<file path="config.mk">
export PLATFORM = sky130hd
export DESIGN_NAME = photo_capture_sequencer
export DESIGN_NICKNAME = d
export VERILOG_FILES = /design/src/rtl/photo_capture_sequencer_pkg.sv /design/src/rtl/photo_capture_sequencer_frame_tick_counter.sv /design/src/rtl/photo_capture_sequencer.sv
export SDC_FILE = /design/constraint.sdc
export NUM_CORES = 1
export LEC_CHECK = 0
export ABC_AREA = 1
export ABC_CLOCK_PERIOD_IN_PS = 1600
export BUFFER_PORTS_ARGS = -buffer_cell sky130_fd_sc_hd__clkbuf_2
export CORE_MARGIN = 1.5
export CORE_UTILIZATION = 45
export CTS_BUF_LIST = sky130_fd_sc_hd__clkbuf_8
export CTS_CLUSTER_DIAMETER = 150
export CTS_CLUSTER_SIZE = 16
export DETAILED_ROUTE_END_ITERATION = 8
export GPL_TIMING_DRIVEN = 0
export HOLD_SLACK_MARGIN = 0.15
export PLACE_DENSITY = 0.67
export SKIP_CTS_REPAIR_TIMING = 1
export SYNTH_ARGS = -nofsm -noshare
export SYNTH_HDL_FRONTEND = slang
export SYNTH_SLANG_ARGS = --single-unit
</file>
<file path="constraint.sdc">
create_clock -name clk_in -period 1.6 [get_ports clk_in]
set_input_delay 0 -clock clk_in [delete_from_list [all_inputs] [get_ports clk_in]]
set_output_delay 0 -clock clk_in [all_outputs]
set_load 0.01 [all_outputs]
</file>
<file path="src/rtl/photo_capture_sequencer_pkg.sv">
// Shared photobooth definitions: sequencer states, filter count and the
// filter-selection clamp used when a session latches its filter.
package photo_capture_sequencer_pkg;

  typedef enum logic [2:0] {
    ST_IDLE      = 3'd0,
    ST_COUNTDOWN = 3'd1,
    ST_CAPTURE   = 3'd2,
    ST_GAP       = 3'd3,
    ST_DONE      = 3'd4
  } state_t;

  localparam int NUM_FILTERS = 6;

  // Unsupported filter codes fall back to the pass-through filter 0.
  function automatic logic [2:0] clamp_filter(input logic [2:0] sel);
    return (sel >= 3'(NUM_FILTERS)) ? 3'd0 : sel;
  endfunction

endpackage

</file>
<file path="src/rtl/photo_capture_sequencer_frame_tick_counter.sv">
// Loadable down-counter of new_frame_in pulses; flags the pulse that exhausts
// the loaded count. Saturates at zero so it never wraps.
module frame_tick_counter #(
  parameter int WIDTH = 8
) (
  input  logic             clk_in,
  input  logic             rst_in,
  input  logic             load,
  input  logic [WIDTH-1:0] load_value,
  input  logic             enable,
  input  logic             new_frame_in,
  output logic             terminal
);

  logic [WIDTH-1:0] count;
  logic             tick;

  assign tick     = enable & new_frame_in & (count != '0);
  assign terminal = tick & (count == WIDTH'(1));

  always_ff @(posedge clk_in or negedge rst_in) begin
    if (!rst_in) begin
      count <= '0;
    end else if (load) begin
      count <= load_value;
    end else if (tick) begin
      count <= count - WIDTH'(1);
    end
  end

endmodule

</file>
<file path="src/rtl/photo_capture_sequencer.sv">
// Photobooth session sequencer: countdown overlay, capture handshake with the
// frame writer, inter-photo gap and session completion. All outputs registered.
module photo_capture_sequencer
  import photo_capture_sequencer_pkg::*;
#(
  parameter int NUM_PHOTOS     = 4,
  parameter int COUNT_SECS     = 3,
  parameter int FRAMES_PER_SEC = 60,
  parameter int GAP_FRAMES     = 30
) (
  input  logic       clk_in,
  input  logic       rst_in,
  input  logic       start_in,
  input  logic [2:0] filter_in,
  input  logic       new_frame_in,
  input  logic       capture_ack_in,
  input  logic       abort_in,
  output logic       capture_req_out,
  output logic [1:0] photo_idx_out,
  output logic [2:0] filter_out,
  output logic [2:0] countdown_out,
  output logic       flash_out,
  output logic       busy_out,
  output logic       done_out,
  output logic [2:0] state_out
);

  localparam int CNT_MAX = (FRAMES_PER_SEC > GAP_FRAMES) ? FRAMES_PER_SEC : GAP_FRAMES;
  localparam int CW      = $clog2(CNT_MAX + 1);

  state_t         state, state_n;
  logic           start_q, start_edge;
  logic [1:0]     idx_n;
  logic [2:0]     filter_n, cd_n;
  logic           req_n, flash_n, busy_n, done_n;
  logic           cnt_load, cnt_enable, cnt_terminal;
  logic [CW-1:0]  cnt_value;

  assign start_edge = start_in & ~start_q;
  assign state_out  = state;

  frame_tick_counter #(.WIDTH(CW)) u_frame_tick_counter (
    .clk_in       (clk_in),
    .rst_in       (rst_in),
    .load         (cnt_load),
    .load_value   (cnt_value),
    .enable       (cnt_enable),
    .new_frame_in (new_frame_in),
    .terminal     (cnt_terminal)
  );

  // Capture handshake: capture_req_out rises on entry to CAPTURE and stays high
  // until capture_ack_in is sampled high with it; req drops on the following edge.
  always_comb begin
    state_n    = state;
    idx_n      = photo_idx_out;
    filter_n   = filter_out;
    cd_n       = countdown_out;
    req_n      = capture_req_out;
    flash_n    = flash_out;
    busy_n     = busy_out;
    done_n     = done_out;
    cnt_load   = 1'b0;
    cnt_value  = CW'(FRAMES_PER_SEC);
    cnt_enable = 1'b0;

    if (abort_in) begin
      state_n = ST_IDLE;
      req_n   = 1'b0;
      flash_n = 1'b0;
      cd_n    = 3'd0;
      busy_n  = 1'b0;
      done_n  = 1'b0;
    end else begin
      unique case (state)
        ST_IDLE, ST_DONE: begin
          if (start_edge) begin
            filter_n = clamp_filter(filter_in);
            idx_n    = 2'd0;
            cnt_load = 1'b1;
            cd_n     = 3'(COUNT_SECS);
            busy_n   = 1'b1;
            done_n   = 1'b0;
            state_n  = ST_COUNTDOWN;
          end
        end
        ST_COUNTDOWN: begin
          cnt_enable = 1'b1;
          if (cnt_terminal) begin
            cnt_load = 1'b1;
            cd_n     = countdown_out - 3'd1;
            if (countdown_out == 3'd1) begin
              req_n   = 1'b1;
              flash_n = 1'b1;
              state_n = ST_CAPTURE;
            end
          end
        end
        ST_CAPTURE: begin
          if (capture_ack_in && capture_req_out) begin
            req_n   = 1'b0;
            flash_n = 1'b0;
            if (photo_idx_out == 2'(NUM_PHOTOS - 1)) begin
              busy_n  = 1'b0;
              done_n  = 1'b1;
              state_n = ST_DONE;
            end else begin
              idx_n     = photo_idx_out + 2'd1;
              cnt_load  = 1'b1;
              cnt_value = CW'(GAP_FRAMES);
              state_n   = ST_GAP;
            end
          end
        end
        ST_GAP: begin
          cnt_enable = 1'b1;
          if (cnt_terminal) begin
            cnt_load = 1'b1;
            cd_n     = 3'(COUNT_SECS);
            state_n  = ST_COUNTDOWN;
          end
        end
        default: state_n = ST_IDLE;
      endcase
    end
  end

  always_ff @(posedge clk_in or negedge rst_in) begin
    if (!rst_in) begin
      state           <= ST_IDLE;
      start_q         <= 1'b0;
      photo_idx_out   <= 2'd0;
      filter_out      <= 3'd0;
      countdown_out   <= 3'd0;
      capture_req_out <= 1'b0;
      flash_out       <= 1'b0;
      busy_out        <= 1'b0;
      done_out        <= 1'b0;
    end else begin
      state           <= state_n;
      start_q         <= start_in;
      photo_idx_out   <= idx_n;
      filter_out      <= filter_n;
      countdown_out   <= cd_n;
      capture_req_out <= req_n;
      flash_out       <= flash_n;
      busy_out        <= busy_n;
      done_out        <= done_n;
    end
  end

endmodule

</file>
==> results_dict.tcl, run 1 <==
set metrics [dict create \
    grt_pass1_wl_um 4860 \
    r2r-start "u_frame_tick_counter.count[1]" \
    ys.warnings.count 0 \
    min_path_cells 5 \
    core_area_sq_um 2760 \
    drc 0 \
    muxShareOfSynthArea_pct 0 \
    final_common_cell "nand2_1" \
    io_buffers 23 \
    ys_ff_latch 21 \
    min_to "u_frame_tick_counter.count[1]" \
    antennaDiodeCount 0 \
    die_h_um 57.0 \
    p_sw_share_pct 44.7 \
    postLayoutCoreUtil_pct 60.1 \
    clkLatencyLatePin_ns 0.27 \
    synth-xor-area-share_pct 1.34 \
    synth_cell_types 25 \
    cts_max_level 1 \
    grt_setup_unrepaired "yes" \
    synth.area.top_cells "dfrtp_1 40%, nand2_1 15%, nand3_1 8.8%, inv_1 6.0%, ha_1 5.7%" \
    critical_path_class "flip-flop to flip-flop" \
    report.final.slew_viol_count 0 \
    outcome "finished clean" \
    reg2reg_to "state_out[0]" \
    cts_buffers 3 \
    crit_buf_inv 1 \
    clk_path_buf_depth 2 \
    die-area_sq_um 3250 \
    place_congestion 0.841 \
    instances_no_fill 247 \
    power_frac_clock_pct 14.8 \
    cts-root-buf "clkbuf_8" \
    drive_above_1_share_pct 28.2 \
    reg2reg_depth 9 \
    first_iter_violations 24 \
    wirelength_um 2940 \
    synth_top_family_by_area "simple AND/OR/NAND/NOR gates" \
    cp_cell_sequence "inv_2, ha_4, nand2_4, nor2_4, nand3_4, a21oi_4, nand2_2, nand2_1, nand2_1" \
    holdCritStartpoint "capture_ack_in" \
    peakVddDrop_mv 0.863 \
    cp_slowest_cell "dfrtp_1" \
    yosys.area.top_type "dfrtp_1" \
    path_clk_slew_ns 0.09 \
    yosysSeqAreaShare_pct 40.1 \
    setup_violations 0 \
    start_kind "flip-flop" \
    die_width_um 57.0 \
    crit_path_start "u_frame_tick_counter.count[1]" \
    timing.hold.ws_ns 0.172 \
    power_frac_seq_pct 36.4 \
    synthCells 177 \
    cp_common_cell "nand2_1" \
    ant_nets 0 \
    finalCritPeriodShare_pct 97.2 \
    synth_simple_gate_area_share_pct 37.5 \
    grt-ovfl-total 0 \
    pwr-share-comb_pct 48.8 \
    max_cap_violations 0 \
    n_fill_cell 257 \
    fin_total_pwr_mw 2.52 \
    drt-pass1-iter-count 4 \
    worstHoldPathType "input port to flip-flop" \
    synth_area_per_cell_sq_um 7.41 \
    track_usage_pct 18.6 \
    p_leak_nw 0.876 \
    grt_pass1_vias 1154 \
    cp_max_fo 7 \
    critPathTopFamily "simple AND/OR/NAND/NOR gates" \
    power_density_nw_per_um2 1520 \
    clkSinkCount 21 \
    finalNetCount 232 \
    area_growth_pct 26.3 \
    critical_path_required_ns 1.76 \
    hold_violations 0 \
    antenna_found_initial 0 \
    fmax_mhz 643 \
    synth_compound_area_share_pct 7.82 \
    slew_headroom_pct 64.8 \
    layout_common_cells "53 x nand2_1, 23 x clkbuf_2, 22 x nand3_1" \
    cpPeakStageDelay_ns 0.41 \
    via_per_inst 5.08 \
    synthesis.nets 192 \
    power.switching_mw 1.13 \
    grt_max_degree 22 \
    wl_per_cell_um 11.9 \
    crit_arrival_ns 1.72 \
    netlist_area_sq_um 1310 \
    synth_fa_ha_area_share_pct 5.73 \
    dpl.hpwl_um 2090 \
    pin_count 24 \
    cts_tree "done" \
    start_util_pct 47.5 \
    tightest_slew_ns 0.528 \
    yosys.area.top_type_share_pct 40.1 \
    vias 1254 \
    p_int_mw 1.39 \
    fp-row-count 19 \
    fin_crit_ns 1.55 \
    ff2ff_setup_slack_ns 0.05 \
    crit_path_end_kind "flip-flop" \
    dp_cells 231 \
    skew_ns 0.00540 \
]
==> power groups by stage <==
stage | Combinational [mW] | Sequential (mW) | Clock, mW
2_1_floorplan | 0.752 | 0.936 | 0
3_3_place_gp | 1.09 | 0.897 | 0
3_5_place_dp | 1.12 | 0.912 | 0
4_1_cts | 1.13 | 0.904 | 0.378
5_1_grt | 1.41 | 0.948 | 0.394
6_report | 1.23 | 0.917 | 0.373
==> state kept, by name, indices dropped and copies added, names as in the netlist <==
name,flops
flash_out,1
start_q,1
filter_out,3
u_frame_tick_counter.count,6
photo_idx_out,2
busy_out,1
state_out,3
countdown_out,3
done_out,1
==> worst reg2reg max path: stages (launching register included) <==
cell	delay, ns
dfrtp_1	0.41
inv_2	0.11
ha_4	0.15
nand2_4	0.05
nor2_4	0.10
nand3_4	0.13
a21oi_4	0.28
nand2_2	0.10
nand2_1	0.07
nand2_1	0.05
==> worst max-delay path by stage <==
stage                                          to  slack (ns)  depth (start not counted)
floorplan           u_frame_tick_counter.count[5]        0.21                          9
global placement                     state_out[2]        0.10                          8
detailed placement                   state_out[0]        0.05                          9
CTS                                  state_out[0]        0.04                          9
global route                         state_out[1]       -0.08                          9
finish                               state_out[0]        0.05                          9
==> Yosys cell counts <==
master,number
nand4_1,2
nor3_1,3
nand2_1,54
nor2_2,3
nand3_2,1
a21oi_2,2
dfrtp_1,21
or2_2,1
buf_4,1
ha_1,6
buf_2,1
nand3_1,23
inv_2,2
o31ai_1,1
a21oi_1,5
xnor2_1,1
nor2_1,14
nor2_4,2
a21oi_4,1
o21ai_0,6
xor2_1,1
inv_1,21
nand2_2,3
nand3_4,1
a31oi_1,1
==> area by class of cell <==
| cell class | instances | area, sq um | share of cell area, % |
|---|---|---|---|
| clock inverters | 1 | 5.00 | 0.302 |
| flip-flops and latches | 21 | 527 | 31.8 |
| plain buffers | 2 | 12.5 | 0.755 |
| well taps | 31 | 38.8 | 2.34 |
| multi-input cells | 131 | 726 | 43.8 |
| clock buffers | 3 | 41.3 | 2.49 |
| inverters | 23 | 86.3 | 5.21 |
| repair buffers | 35 | 220 | 13.3 |
==> cell families (layout without fill, tap and decap cells) <==
logic type / Yosys count / in the layout
fa+ha+maj: 6 / 6
compound gates: 16 / 16
buf+inv: 25 / 64
simple gates: 107 / 107
xor+xnor: 2 / 2
flops: 21 / 21
==> per-stage QoR <==
stage | worst slack, ns | area (sq um) | TNS, ns
4_1_cts | 0.0373 | 1510 | 0
5_1_grt | -0.0796 | 1660 | -0.411
6_report | 0.0452 | 1660 | 0
2_1_floorplan | 0.213 | 1310 | 0
3_3_place_gp | 0.102 | 1470 | 0
3_5_place_dp | 0.0473 | 1470 | 0
==> layer usage <==
layer	wire, um	part of all wire, %	up-vias	track usage (%)
met5	0	0	-	0
met4	13	0.44	0	4.98
met3	109	3.7	2	3.17
met2	1510	51	28	31.0
met1	1310	45	582	25.1
li1	-	-	642	-
Power figures use the tool's default switching activity.
==> run 2, diff against run 1 <==
BUFFER_PORTS_ARGS = -buffer_cell sky130_fd_sc_hd__buf_2   (was -buffer_cell sky130_fd_sc_hd__clkbuf_2)
==> results_dict.tcl, run 2 (synthesized netlist as in run 1, its figures left out) <==
set metrics [dict create \
    instances_no_fill 243 \
    cts_tree "done" \
    layout_common_cells "53 x nand2_1, 24 x buf_2, 21 x nand3_1, 21 x dfrtp_1, 20 x inv_1" \
    start_util_pct 47.5 \
    vias 1208 \
    outcome "finished clean" \
    grt_setup_unrepaired "yes" \
    clkLatencyLatePin_ns 0.26 \
    min_path_cells 5 \
    die-area_sq_um 3250 \
    pin_count 24 \
    multi_input_area_sq_um 729 \
    drt-pass1-iter-count 4 \
    first_iter_violations 35 \
    crit_buf_inv 1 \
    crit_arrival_ns 1.70 \
    grt_max_degree 22 \
    tightest_slew_ns 0.477 \
    grt_pass1_vias 1063 \
    seqCellArea_sq_um 526 \
    ant_nets 0 \
    crit_path_end_kind "flip-flop" \
    holdCritStartpoint "capture_ack_in" \
    largest_register "u_frame_tick_counter.count" \
    hold_violations 0 \
    tns_ns 0 \
    slew_headroom_pct 68.2 \
    core_area_sq_um 2760 \
    report.final.slew_viol_count 0 \
    fin_crit_ns 1.54 \
    r2r-start "u_frame_tick_counter.count[0]" \
    power_density_nw_per_um2 1510 \
    dp_cells 231 \
    die_width_um 57.0 \
    start_kind "flip-flop" \
    antenna_found_initial 0 \
    ff2ff_setup_slack_ns 0.06 \
    n_fill_cell 256 \
    io_buffers 23 \
    peakVddDrop_mv 0.945 \
    wl_per_cell_um 11.5 \
    fmax_mhz 649 \
    drc 0 \
    min_to "u_frame_tick_counter.count[1]" \
    wirelength_um 2790 \
    via_per_inst 4.97 \
    setup_violations 0 \
    reg2reg_to "countdown_out[1]" \
    finalNetCount 228 \
    critical_path_class "flip-flop to flip-flop" \
    p_leak_nw 0.855 \
    antennaDiodeCount 0 \
    track_usage_pct 17.3 \
    place_congestion 0.837 \
    dpl.hpwl_um 1990 \
    final_common_cell "nand2_1" \
    cts-root-buf "clkbuf_8" \
    critPathTopFamily "simple AND/OR/NAND/NOR gates" \
    clk_path_buf_depth 2 \
    worstHoldPathType "input port to flip-flop" \
    area_growth_pct 24.5 \
    largest_register_ffs 6 \
    die_h_um 57.0 \
    timing.hold.ws_ns 0.186 \
    clkSinkCount 21 \
    reg2reg_depth 9 \
    critical_path_required_ns 1.76 \
    cp_cell_sequence "buf_6, ha_4, nand2_2, nor2_4, nand3_4, a21oi_4, nand2_2, nand2_1, nand2_1" \
    path_clk_slew_ns 0.08 \
    finalCritPeriodShare_pct 96.3 \
    cp_max_fo 7 \
    cts_buffers 3 \
    max_cap_violations 0 \
    cts_max_level 1 \
    grt_pass1_wl_um 4570 \
    fp-row-count 19 \
    cp_slowest_cell "dfrtp_1" \
    skew_ns 0.00319 \
    cpPeakStageDelay_ns 0.39 \
    grt-ovfl-total 0 \
    drive_above_1_share_pct 26.4 \
]
==> run 2: through the flow <==
stage          worst slack, ns  total power, mW  util [%]  cell area [sq um]
4_1_cts                 0.0623             2.38      54.8               1510
2_1_floorplan            0.213             1.69         -               1310
3_5_place_dp            0.0770             2.01      53.1               1470
6_report                0.0588             2.47      59.2               1630
3_3_place_gp             0.103             1.98      53.1               1470
5_1_grt                -0.0782             2.70      59.2               1630
==> run 2: cell type report <==
type,instances,share of cell area [%]
flip-flops and latches,21,32.2
clock inverters,1,0.307
multi-input cells,131,44.7
inverters,23,5.29
well taps,31,2.38
repair buffers,31,11.9
clock buffers,3,2.53
plain buffers,2,0.766
==> run 2: worst register-to-register path: stages, from the launching register on <==
cell     delay (ns)
dfrtp_1        0.39
buf_6          0.12
ha_4           0.12
nand2_2        0.06
nor2_4         0.12
nand3_4        0.13
a21oi_4        0.28
nand2_2        0.10
nand2_1        0.07
nand2_1        0.05
==> run 2: metal layers <==
layer / vias up / share of wire [%] / track usage (%)
met5: - / 0 / 0
met4: 0 / 0.50 / 2.99
met3: 2 / 2.5 / 2.72
met2: 14 / 51 / 29.6
met1: 555 / 46 / 23.8
li1: 637 / - / -
==> run 2: how the worst max path moves through the flow <==
| stage | startpoint | to | cells past startpoint |
|---|---|---|---|
| floorplan | photo_idx_out[0] | u_frame_tick_counter.count[5] | 9 |
| global placement | u_frame_tick_counter.count[0] | state_out[2] | 8 |
| global route | u_frame_tick_counter.count[0] | state_out[1] | 8 |
| finish | u_frame_tick_counter.count[0] | countdown_out[1] | 9 |
| detailed placement | u_frame_tick_counter.count[0] | countdown_out[1] | 8 |
| CTS | u_frame_tick_counter.count[0] | countdown_out[1] | 8 |
==> run 2: power breakdown <==
part / internal [mW] / total, mW / switching [mW] / leakage [nW]
combinational: 0.487 / 1.22 / 0.735 / 0.567
clock: 0.173 / 0.357 / 0.184 / 0.0255
sequential: 0.714 / 0.892 / 0.178 / 0.262
